$ cat src/rtl/sipo_deser_if.sv
// Bus bundle for the serial-in/parallel-out deserialiser: serial input side,
// word output handshake, bit counter and sticky overflow flag.
interface sipo_deser_if #(
    parameter int DATA_WIDTH = 4,
    parameter int LANES      = 1
);
    localparam int CNT_W = (DATA_WIDTH > 1) ? $clog2(DATA_WIDTH) : 1;

    logic                        din_valid;
    logic [LANES-1:0]            din;
    logic                        flush;
    logic [LANES*DATA_WIDTH-1:0] dout;
    logic                        dout_valid;
    logic                        dout_ready;
    logic [CNT_W-1:0]            bit_cnt;
    logic                        overflow;
    logic                        overflow_clr;

    // Link front-end / consumer side.
    modport master (
        output din_valid, din, flush, dout_ready, overflow_clr,
        input  dout, dout_valid, bit_cnt, overflow
    );

    // Deserialiser side.
    modport slave (
        input  din_valid, din, flush, dout_ready, overflow_clr,
        output dout, dout_valid, bit_cnt, overflow
    );
endinterface

$ cat src/rtl/sipo_deser.sv
// Multi-lane serial-in/parallel-out deserialiser with a one-word output
// holding register (valid/ready), synchronous flush and sticky overflow.
module sipo_deser #(
    parameter int DATA_WIDTH = 4,
    parameter int LANES      = 1,
    parameter bit MSB_FIRST  = 1'b1
) (
    input logic      clk,
    input logic      resetn,
    sipo_deser_if.slave bus
);
    localparam int CNT_W = (DATA_WIDTH > 1) ? $clog2(DATA_WIDTH) : 1;
    localparam logic [CNT_W-1:0] LAST_CNT = CNT_W'(DATA_WIDTH - 1);

    // dout_valid is the state bit itself.
    typedef enum logic {
        ST_EMPTY = 1'b0,
        ST_FULL  = 1'b1
    } out_state_e;

    logic [DATA_WIDTH-1:0]       r_sh [LANES];
    logic [DATA_WIDTH-1:0]       w_sh_next [LANES];
    logic [LANES*DATA_WIDTH-1:0] w_word;
    logic [LANES*DATA_WIDTH-1:0] r_dout;
    logic [CNT_W-1:0]            r_bit_cnt;
    logic                        r_overflow;
    out_state_e                  r_state;
    out_state_e                  w_state_next;
    logic                        w_accept;
    logic                        w_complete;
    logic                        w_load;
    logic                        w_drop;

    // Flush beats din_valid, so a flushed bit is never counted or shifted.
    assign w_accept   = bus.din_valid && !bus.flush;
    assign w_complete = w_accept && (r_bit_cnt == LAST_CNT);

    // Per-lane next shift value; the completed word includes the current bit.
    for (genvar k = 0; k < LANES; k++) begin : g_lane
        if (DATA_WIDTH == 1) begin : g_w1
            assign w_sh_next[k] = bus.din[k];
        end else if (MSB_FIRST) begin : g_msb
            assign w_sh_next[k] = {r_sh[k][DATA_WIDTH-2:0], bus.din[k]};
        end else begin : g_lsb
            assign w_sh_next[k] = {bus.din[k], r_sh[k][DATA_WIDTH-1:1]};
        end
        assign w_word[k*DATA_WIDTH +: DATA_WIDTH] = w_sh_next[k];
    end

    // Shift registers: cleared by flush, advanced on each accepted bit.
    always_ff @(posedge clk or negedge resetn) begin
        // NOTE: the shift array is a small register bank, not RAM, so every
        // entry is reset; a real memory would be left unreset.
        if (!resetn) begin
            for (int k = 0; k < LANES; k++) r_sh[k] <= '0;
        end else if (bus.flush) begin
            for (int k = 0; k < LANES; k++) r_sh[k] <= '0;
        end else if (w_accept) begin
            // NOTE: non-blocking assignment keeps every lane reading the
            // pre-edge value regardless of statement order.
            for (int k = 0; k < LANES; k++) r_sh[k] <= w_sh_next[k];
        end
    end

    // Shared bit counter, wrapping on the completing bit.
    always_ff @(posedge clk or negedge resetn) begin
        if (!resetn) begin
            r_bit_cnt <= '0;
        end else if (bus.flush || w_complete) begin
            r_bit_cnt <= '0;
        end else if (w_accept) begin
            r_bit_cnt <= r_bit_cnt + 1'b1;
        end
    end

    // Output register state.
    always_ff @(posedge clk or negedge resetn) begin
        if (!resetn) begin
            r_state <= ST_EMPTY;
        end else begin
            r_state <= w_state_next;
        end
    end

    // Output register next state: load, drop or drain.
    always_comb begin
        // NOTE: defaults first so every path assigns every output and no
        // latch is inferred.
        w_state_next = r_state;
        w_load       = 1'b0;
        w_drop       = 1'b0;
        case (r_state)
            ST_EMPTY: begin
                if (w_complete) begin
                    w_load       = 1'b1;
                    w_state_next = ST_FULL;
                end
            end
            ST_FULL: begin
                if (w_complete) begin
                    if (bus.dout_ready) w_load = 1'b1;
                    else                w_drop = 1'b1;
                end else if (bus.dout_ready) begin
                    w_state_next = ST_EMPTY;
                end
            end
            default: w_state_next = ST_EMPTY;
        endcase
    end

    // Held word: only overwritten by a load, never cleared on consume.
    always_ff @(posedge clk or negedge resetn) begin
        if (!resetn) begin
            r_dout <= '0;
        end else if (w_load) begin
            r_dout <= w_word;
        end
    end

    // Sticky overflow: a drop in the same cycle as a clear wins.
    always_ff @(posedge clk or negedge resetn) begin
        if (!resetn) begin
            r_overflow <= 1'b0;
        end else if (w_drop) begin
            r_overflow <= 1'b1;
        end else if (bus.overflow_clr) begin
            r_overflow <= 1'b0;
        end
    end

    assign bus.dout       = r_dout;
    assign bus.dout_valid = (r_state == ST_FULL);
    assign bus.bit_cnt    = r_bit_cnt;
    assign bus.overflow   = r_overflow;
endmodule

$ cat src/flat_wrapper.sv
// flat-port wrapper written by rule: the top's interface ports become plain ports
module sipo_deser_flat 
#(
    parameter int DATA_WIDTH = 4,
    parameter int LANES      = 1,
    parameter bit MSB_FIRST  = 1'b1
)
  (clk, resetn, bus_din_valid, bus_din, bus_flush, bus_dout_ready, bus_overflow_clr, bus_dout, bus_dout_valid, bus_bit_cnt, bus_overflow);
  sipo_deser_if #(.DATA_WIDTH(DATA_WIDTH), .LANES(LANES)) bus_i ();
  input logic clk;
  input logic resetn;
  input wire logic [$bits(bus_i.din_valid)-1:0] bus_din_valid;
  input wire logic [$bits(bus_i.din)-1:0] bus_din;
  input wire logic [$bits(bus_i.flush)-1:0] bus_flush;
  input wire logic [$bits(bus_i.dout_ready)-1:0] bus_dout_ready;
  input wire logic [$bits(bus_i.overflow_clr)-1:0] bus_overflow_clr;
  output wire logic [$bits(bus_i.dout)-1:0] bus_dout;
  output wire logic [$bits(bus_i.dout_valid)-1:0] bus_dout_valid;
  output wire logic [$bits(bus_i.bit_cnt)-1:0] bus_bit_cnt;
  output wire logic [$bits(bus_i.overflow)-1:0] bus_overflow;
  assign bus_i.din_valid = bus_din_valid;
  assign bus_i.din = bus_din;
  assign bus_i.flush = bus_flush;
  assign bus_i.dout_ready = bus_dout_ready;
  assign bus_i.overflow_clr = bus_overflow_clr;
  assign bus_dout = bus_i.dout;
  assign bus_dout_valid = bus_i.dout_valid;
  assign bus_bit_cnt = bus_i.bit_cnt;
  assign bus_overflow = bus_i.overflow;
  sipo_deser #(.DATA_WIDTH(DATA_WIDTH), .LANES(LANES), .MSB_FIRST(MSB_FIRST)) u_core (.clk(clk), .resetn(resetn), .bus(bus_i));
endmodule
$ cat config.mk
export PLATFORM = sky130hd
export DESIGN_NAME = sipo_deser_flat
export DESIGN_NICKNAME = d
export VERILOG_FILES = /design/src/rtl/sipo_deser_if.sv /design/src/rtl/sipo_deser.sv /design/src/flat_wrapper.sv
export SDC_FILE = /design/constraint.sdc
export NUM_CORES = 1
export LEC_CHECK = 0
export ABC_AREA = 1
export CAP_MARGIN = 20
export CORE_AREA = 5 5 42 44
export CTS_CLUSTER_SIZE = 25
export DETAILED_ROUTE_END_ITERATION = 12
export DIE_AREA = 0 0 47 49
export GPL_TIMING_DRIVEN = 1
export PLACE_DENSITY = 0.77
export SYNTH_ARGS = -nofsm -noshare
export SYNTH_HDL_FRONTEND = slang
export SYNTH_SLANG_ARGS = --single-unit
$ cat constraint.sdc
create_clock -name clk -period 0.95 [get_ports clk]
set_input_delay 0.19 -clock clk [delete_from_list [all_inputs] [get_ports clk]]
set_output_delay 0.19 -clock clk [all_outputs]
set_load 0.01 [all_outputs]
======== After elaboration in Yosys (flattened, before gate mapping) ========
Index checks and enable logic that the tools add are counted.
operators by class
  add/subtract/negate cells ............... 1
  bitwise operators ....................... 1
  equal/unequal tests ..................... 1
  reductions and logical operators ........ 7
  mux-type cells .......................... 15
operators by type and width
  operator               number
  $mux W1                9
  $mux W3                2
  $reduce_bool A2 Y1     3
  $mux W2                2
  $pmux W1 S2            2
  $add A2 B1 Y2 const B  1
  $eq A2 B2 Y1 const B   1
  $logic_and A1 B1 Y1    2
  $logic_not A1 Y1       1
  $logic_or A1 B1 Y1     1
  $not A1 Y1             1
storage, ports and cells
  flip-flop bits (word level) ............. 11
  logic and storage cells ................. 30
  output and inout bits ................... 8
  input port bits ......................... 7

======== Logic depth before layout (Yosys ltp) ========
  depth after elaboration ................. 6
  depth in mapped cells ................... 5
  mapped depth without buffers ............ 5

======== Worst setup path before layout ========
No wires, ideal clock.
  path type ............................... flip-flop to flip-flop
  from .................................... reg u_core.r_bit_cnt[0] (netlist: u_core.bus.bit_cnt[0])
  to ...................................... reg u_core.r_dout[0] (netlist: u_core.bus.dout[0])
  arrival ................................. 0.903 ns
  slack ................................... -0.070 ns
  cell stages (with the launch flop) ...... 5
  period minus slack after synthesis ...... 1.020 ns
  setup time .............................. 0.117 ns
  path buffers ............................ 0
  cells stage by stage .................... dfrtp_1 -> ha_1 -> nand3_2 -> nand2_1 -> nand2_1
on the way
  longest elaborated chain between the ends .. 4
RTL lines
  element                            RTL line                             text
  start, declared                    sipo_deser.sv:25                     logic [CNT_W-1:0] r_bit_cnt;
  start signal, assigned             sipo_deser.sv:72                     r_bit_cnt <= r_bit_cnt + 1'b1;
  $eq A2 B2 Y1 *                     sipo_deser.sv:36                     assign w_complete = w_accept && (r_bit_cnt == LAST_CNT);
  $logic_and A1 B1 Y1 *              sipo_deser.sv:36
  $mux W1, on equally long branches  sipo_deser.sv:100, sipo_deser.sv:94
  $pmux W1 S2 *                      sipo_deser.sv:92                     case (r_state)
  end signal, assigned               sipo_deser.sv:116                    r_dout <= w_word;
  end, declared                      sipo_deser.sv:24                     logic [LANES*DATA_WIDTH-1:0] r_dout;
Every way passes the cells marked *; elsewhere a longest branch is shown, timed or not.
A chain may end at the register's enable or synchronous reset.

======== Worst setup path after layout ========
  from .................................... reg u_core.r_bit_cnt[0] (netlist: u_core.bus.bit_cnt[0])
  to ...................................... reg u_core.r_bit_cnt[0] (netlist: u_core.bus.bit_cnt[0])
on the way
  longest elaborated chain between the ends .. 4
RTL lines
  element
  branches (longest 4 deep; another with $add A2 B1 Y2)
Parallel ways; which one is timed is not known. The select of a mux whose other input is x is not followed.

==> impl.org <==
** Global route
- Largest net degree at the start of global routing :: 12
- Met1 capacity usage during global routing :: 13.12%
- Initial antenna violation count :: 0
- Layer carrying the most global-route usage :: met2
- For this run, global-route usage on met3 was measured as 3.321%.
- Global-route wire length before repair :: 1.704 mm
- Combined global-route utilization of all metal layers :: 10.52%
- The via count of the first global-routing pass is 420.
- Total global routing overflow :: 0
- For met2 alone, demand over resource in global routing was 14.93%.

** CTS
- Hold repair after CTS inserted 0 buffers.
- Clock Pin Slew Worst Setup and Hold Paths :: 70 ps
- Clock network latency to the later pin of the worst-skew pair :: 280 ps
- Clock tree from TritonCTS :: done
- Inserted Clock Buffers :: 3
- CTS built an H-tree with a depth of 1.
- The tree is rooted in a sky130_fd_sc_hd__clkbuf_4.
- Buffer levels on the longest clock path :: 2
- The clock drives 11 sinks.

** STA
- Setup slack on the critical path of the routed design comes to -75.64 ps.
- Counting I/O delays and the setup requirement, the final critical path takes 1026 ps.
- On the final layout, the worst hold slack is 199.7 ps.
- Setup repair after global routing missed its margin :: yes
- For the pin with the worst max-slew slack, the measured transition is 429.8 ps.
- In the finished design, the share of the clock period the worst path needs comes to 108.0%.
- The number of pins with negative max-slew slack in the final report was 0.
- Max Clk Rate :: 0.9750 GHz
- The number of hold violations in the final report is 0.
- Final setup viols :: 16
- Slew margin rel. :: 71.30%
- Clock tree skew after final layout :: 4.477 ps

** Pwr
- Power Dens Cells :: 1338 nW/µm²
- Summing internal, switching and leakage power gives 1.040 mW.
- Lkg Pwr :: 0.4277 nW
- Across the VDD grid, the largest voltage drop is 0.6164 mV.

** Synthesis
- In this run the cell area of the synthesized design comes to 483.0 µm².
- Area contributors post-synth :: sky130_fd_sc_hd__dfrtp_1, sky130_fd_sc_hd__nand2_1, sky130_fd_sc_hd__inv_1
- Leading area contributor after synthesis :: sky130_fd_sc_hd__dfrtp_1
- Number of instances in the synthesized netlist :: 52
- After synthesis the netlist holds a flip-flop and latch count of 11.
- Synthesized Nets :: 60
- Synth top area share :: 56.99%
- Summing the sequential cell areas from Yosys gives 56.99% of the chip area.
- Library cells used by synthesis :: 13
- Mean post-synth cell area :: 9.288 µm²
- Count of synthesis-stage warnings from yosys :: 0

** Critical path
- Path depth of the worst reg2reg path :: 5
- By startpoint and endpoint, the worst setup path is classified as reg -> reg.
- The worst register-to-register path begins at u_core.bus.bit_cnt[0].
- Endpoint class of the critical path :: register
- R2R Setup Slk :: -80 ps
- Critical Path Fanout Max :: 7
- Req. time, crit path :: 1160 ps
- Nature of the critical path startpoint :: register
- Capture point of the worst reg-to-reg path :: u_core.bus.bit_cnt[0]
- Data on the critical path arrives at its endpoint at 1230 ps.

** Floorplanning
- The core region is 1401 µm².
- Pin placement for this block handled 15 I/O pins.
- Die footprint :: 2303 µm²
- Number of standard-cell rows in the floorplan :: 14
- In this run the horizontal extent of the chip is 47 µm.
- Effective utilization at floorplan :: 34.46%
- The die is 49 µm tall.

** Placed design
- Inst Count DP :: 89
- The count of buffers added on input and output ports is 14.
- Global placer's final weighted congestion :: 0.7944
- Instance area after placement :: 709.4 µm²
- The HPWL after detailed placement is 775.2 µm.

** Final layout
- Non-Filler Cell Area, Final :: 777.0 µm²
- Commonest non-fill, non-tap cells in the layout :: sky130_fd_sc_hd__nand2_1, sky130_fd_sc_hd__dfrtp_1, sky130_fd_sc_hd__buf_4
- Number of inserted filler cells in the final layout :: 145
- Fin cells :: 98
- Most common library cell in the layout ignoring fill and taps :: sky130_fd_sc_hd__nand2_1
- After the last flow step, the layout net total stands at 91.
- The repair_antennas step left the layout with diodes totalling 0.
- Post-route core utilization :: 55.45%
- Cells with a size suffix above 1 make up 41.46% of the layout.
- Compared with the post-synthesis result, the final layout area differs by 60.88%.

** Route
- After detailed routing, the number of remaining DRC violations is 0.
- Drt total wl :: 1.149 mm
- Avg WL per Cell :: 11.72 µm
- Dividing the detail-routed via count by the number of cells gives 4.633.
- Via count :: 454
- Once detail routing completed, the nets flagged for antenna violations numbered 0.
- In this run, the number of DRC markers left after iteration 0 of detailed routing was 7.
- Number of search-and-repair iterations in the first detailed-routing pass :: 2

** Hold path
- The min-delay analysis places its worst path in the category in -> async.

** Status
- The checks that failed: negative setup slack.
- Result of the run :: finished with violations

** Run
- Across the run, the number of max-cap violations was 0.
cell families (layout without fill, tap and decap cells):
family / after synthesis / count (layout) / share of synthesized area [%]
buffers and inverters: 8 / 37 / 6.218
and+or+nand+nor: 27 / 28 / 27.98
AOI/OAI and AO/OA: 5 / 5 / 6.218
DFF: 11 / 11 / 56.99
adders and majority gates: 1 / 1 / 2.590
area by class of cell:
cell class,count,area (µm²),share of cell area [%]
repair buffers,25,195.2,25.12
clock buffers,4,26.28,3.382
flip-flops and latches,11,276.5,35.59
inverters,8,32.53,4.187
multi-input cells,34,226.5,29.15
well taps,16,20.02,2.576
how the worst max path moves through the flow:
stage	from	to	slack (ps)	cells after the start
floorplan	u_core.bus.bit_cnt[1]	u_core.bus.dout[0]	30	4
CTS	u_core.bus.bit_cnt[1]	u_core.bus.dout[1]	-70	5
global placement	bus_flush	u_core.r_sh[1]	-320	4
global route	u_core.bus.bit_cnt[0]	u_core.bus.bit_cnt[0]	-110	5
finish	u_core.bus.bit_cnt[0]	u_core.bus.bit_cnt[0]	-80	5
detailed placement	bus_din_valid	u_core.bus.dout[1]	-340	6
per-layer routing:
metal | vias up | wire [µm]
met2 | 13 | 558
met1 | 211 | 489
met4 | 0 | 20
met5 | - | 0
li1 | 228 | -
met3 | 2 | 80
state kept, by name, summed over array words and instances (netlist names):
signal                 flops
u_core.bus.dout            4
u_core.bus.overflow        1
u_core.bus.dout_valid      1
u_core.bus.bit_cnt         2
u_core.r_sh                3
cells in the mapped netlist:
| cell | instances |
|---|---|
| sky130_fd_sc_hd__o21ai_2 | 1 |
| sky130_fd_sc_hd__ha_1 | 1 |
| sky130_fd_sc_hd__nor2_1 | 1 |
| sky130_fd_sc_hd__nor2_8 | 1 |
| sky130_fd_sc_hd__nand4_1 | 4 |
| sky130_fd_sc_hd__dfrtp_1 | 11 |
| sky130_fd_sc_hd__o22ai_1 | 1 |
| sky130_fd_sc_hd__nand2_1 | 19 |
| sky130_fd_sc_hd__nand3_1 | 1 |
| sky130_fd_sc_hd__o21ai_0 | 1 |
| sky130_fd_sc_hd__inv_1 | 8 |
| sky130_fd_sc_hd__nand3_2 | 1 |
| sky130_fd_sc_hd__o21ai_1 | 2 |
critical path, cell delays in order, from the launching register on:
cell and delay [ps]:
sky130_fd_sc_hd__dfrtp_2 410, sky130_fd_sc_hd__buf_6 130, sky130_fd_sc_hd__ha_4 190, sky130_fd_sc_hd__inv_4 60, sky130_fd_sc_hd__nand2_2 40, sky130_fd_sc_hd__o21ai_1 120
metrics by stage:
| stage | TNS (ps) | worst slack, ps |
|---|---|---|
| after global routing | -1319 | -113.1 |
| final | -673.2 | -75.64 |
| after CTS | -857.0 | -67.84 |
| after detailed placement | -4050 | -344.5 |
| after floorplan | 0 | 30.07 |
| after global placement | -3858 | -315.4 |
timing repair:
item,in CTS,in global routing
pin swaps,1,5
setup endpoints to repair,18,19
buffers inserted,4,0
gates resized for setup,33,12
gates cloned,0,1
where the power goes:
| part | leakage (nW) | switching, mW | internal, mW | total, mW |
|---|---|---|---|---|
| registers | 0.149 | 0.0123 | 0.492 | 0.504 |
| logic | 0.263 | 0.0955 | 0.106 | 0.201 |
| clock network | 0.0150 | 0.171 | 0.163 | 0.334 |
Power figures use the tool's default switching activity.
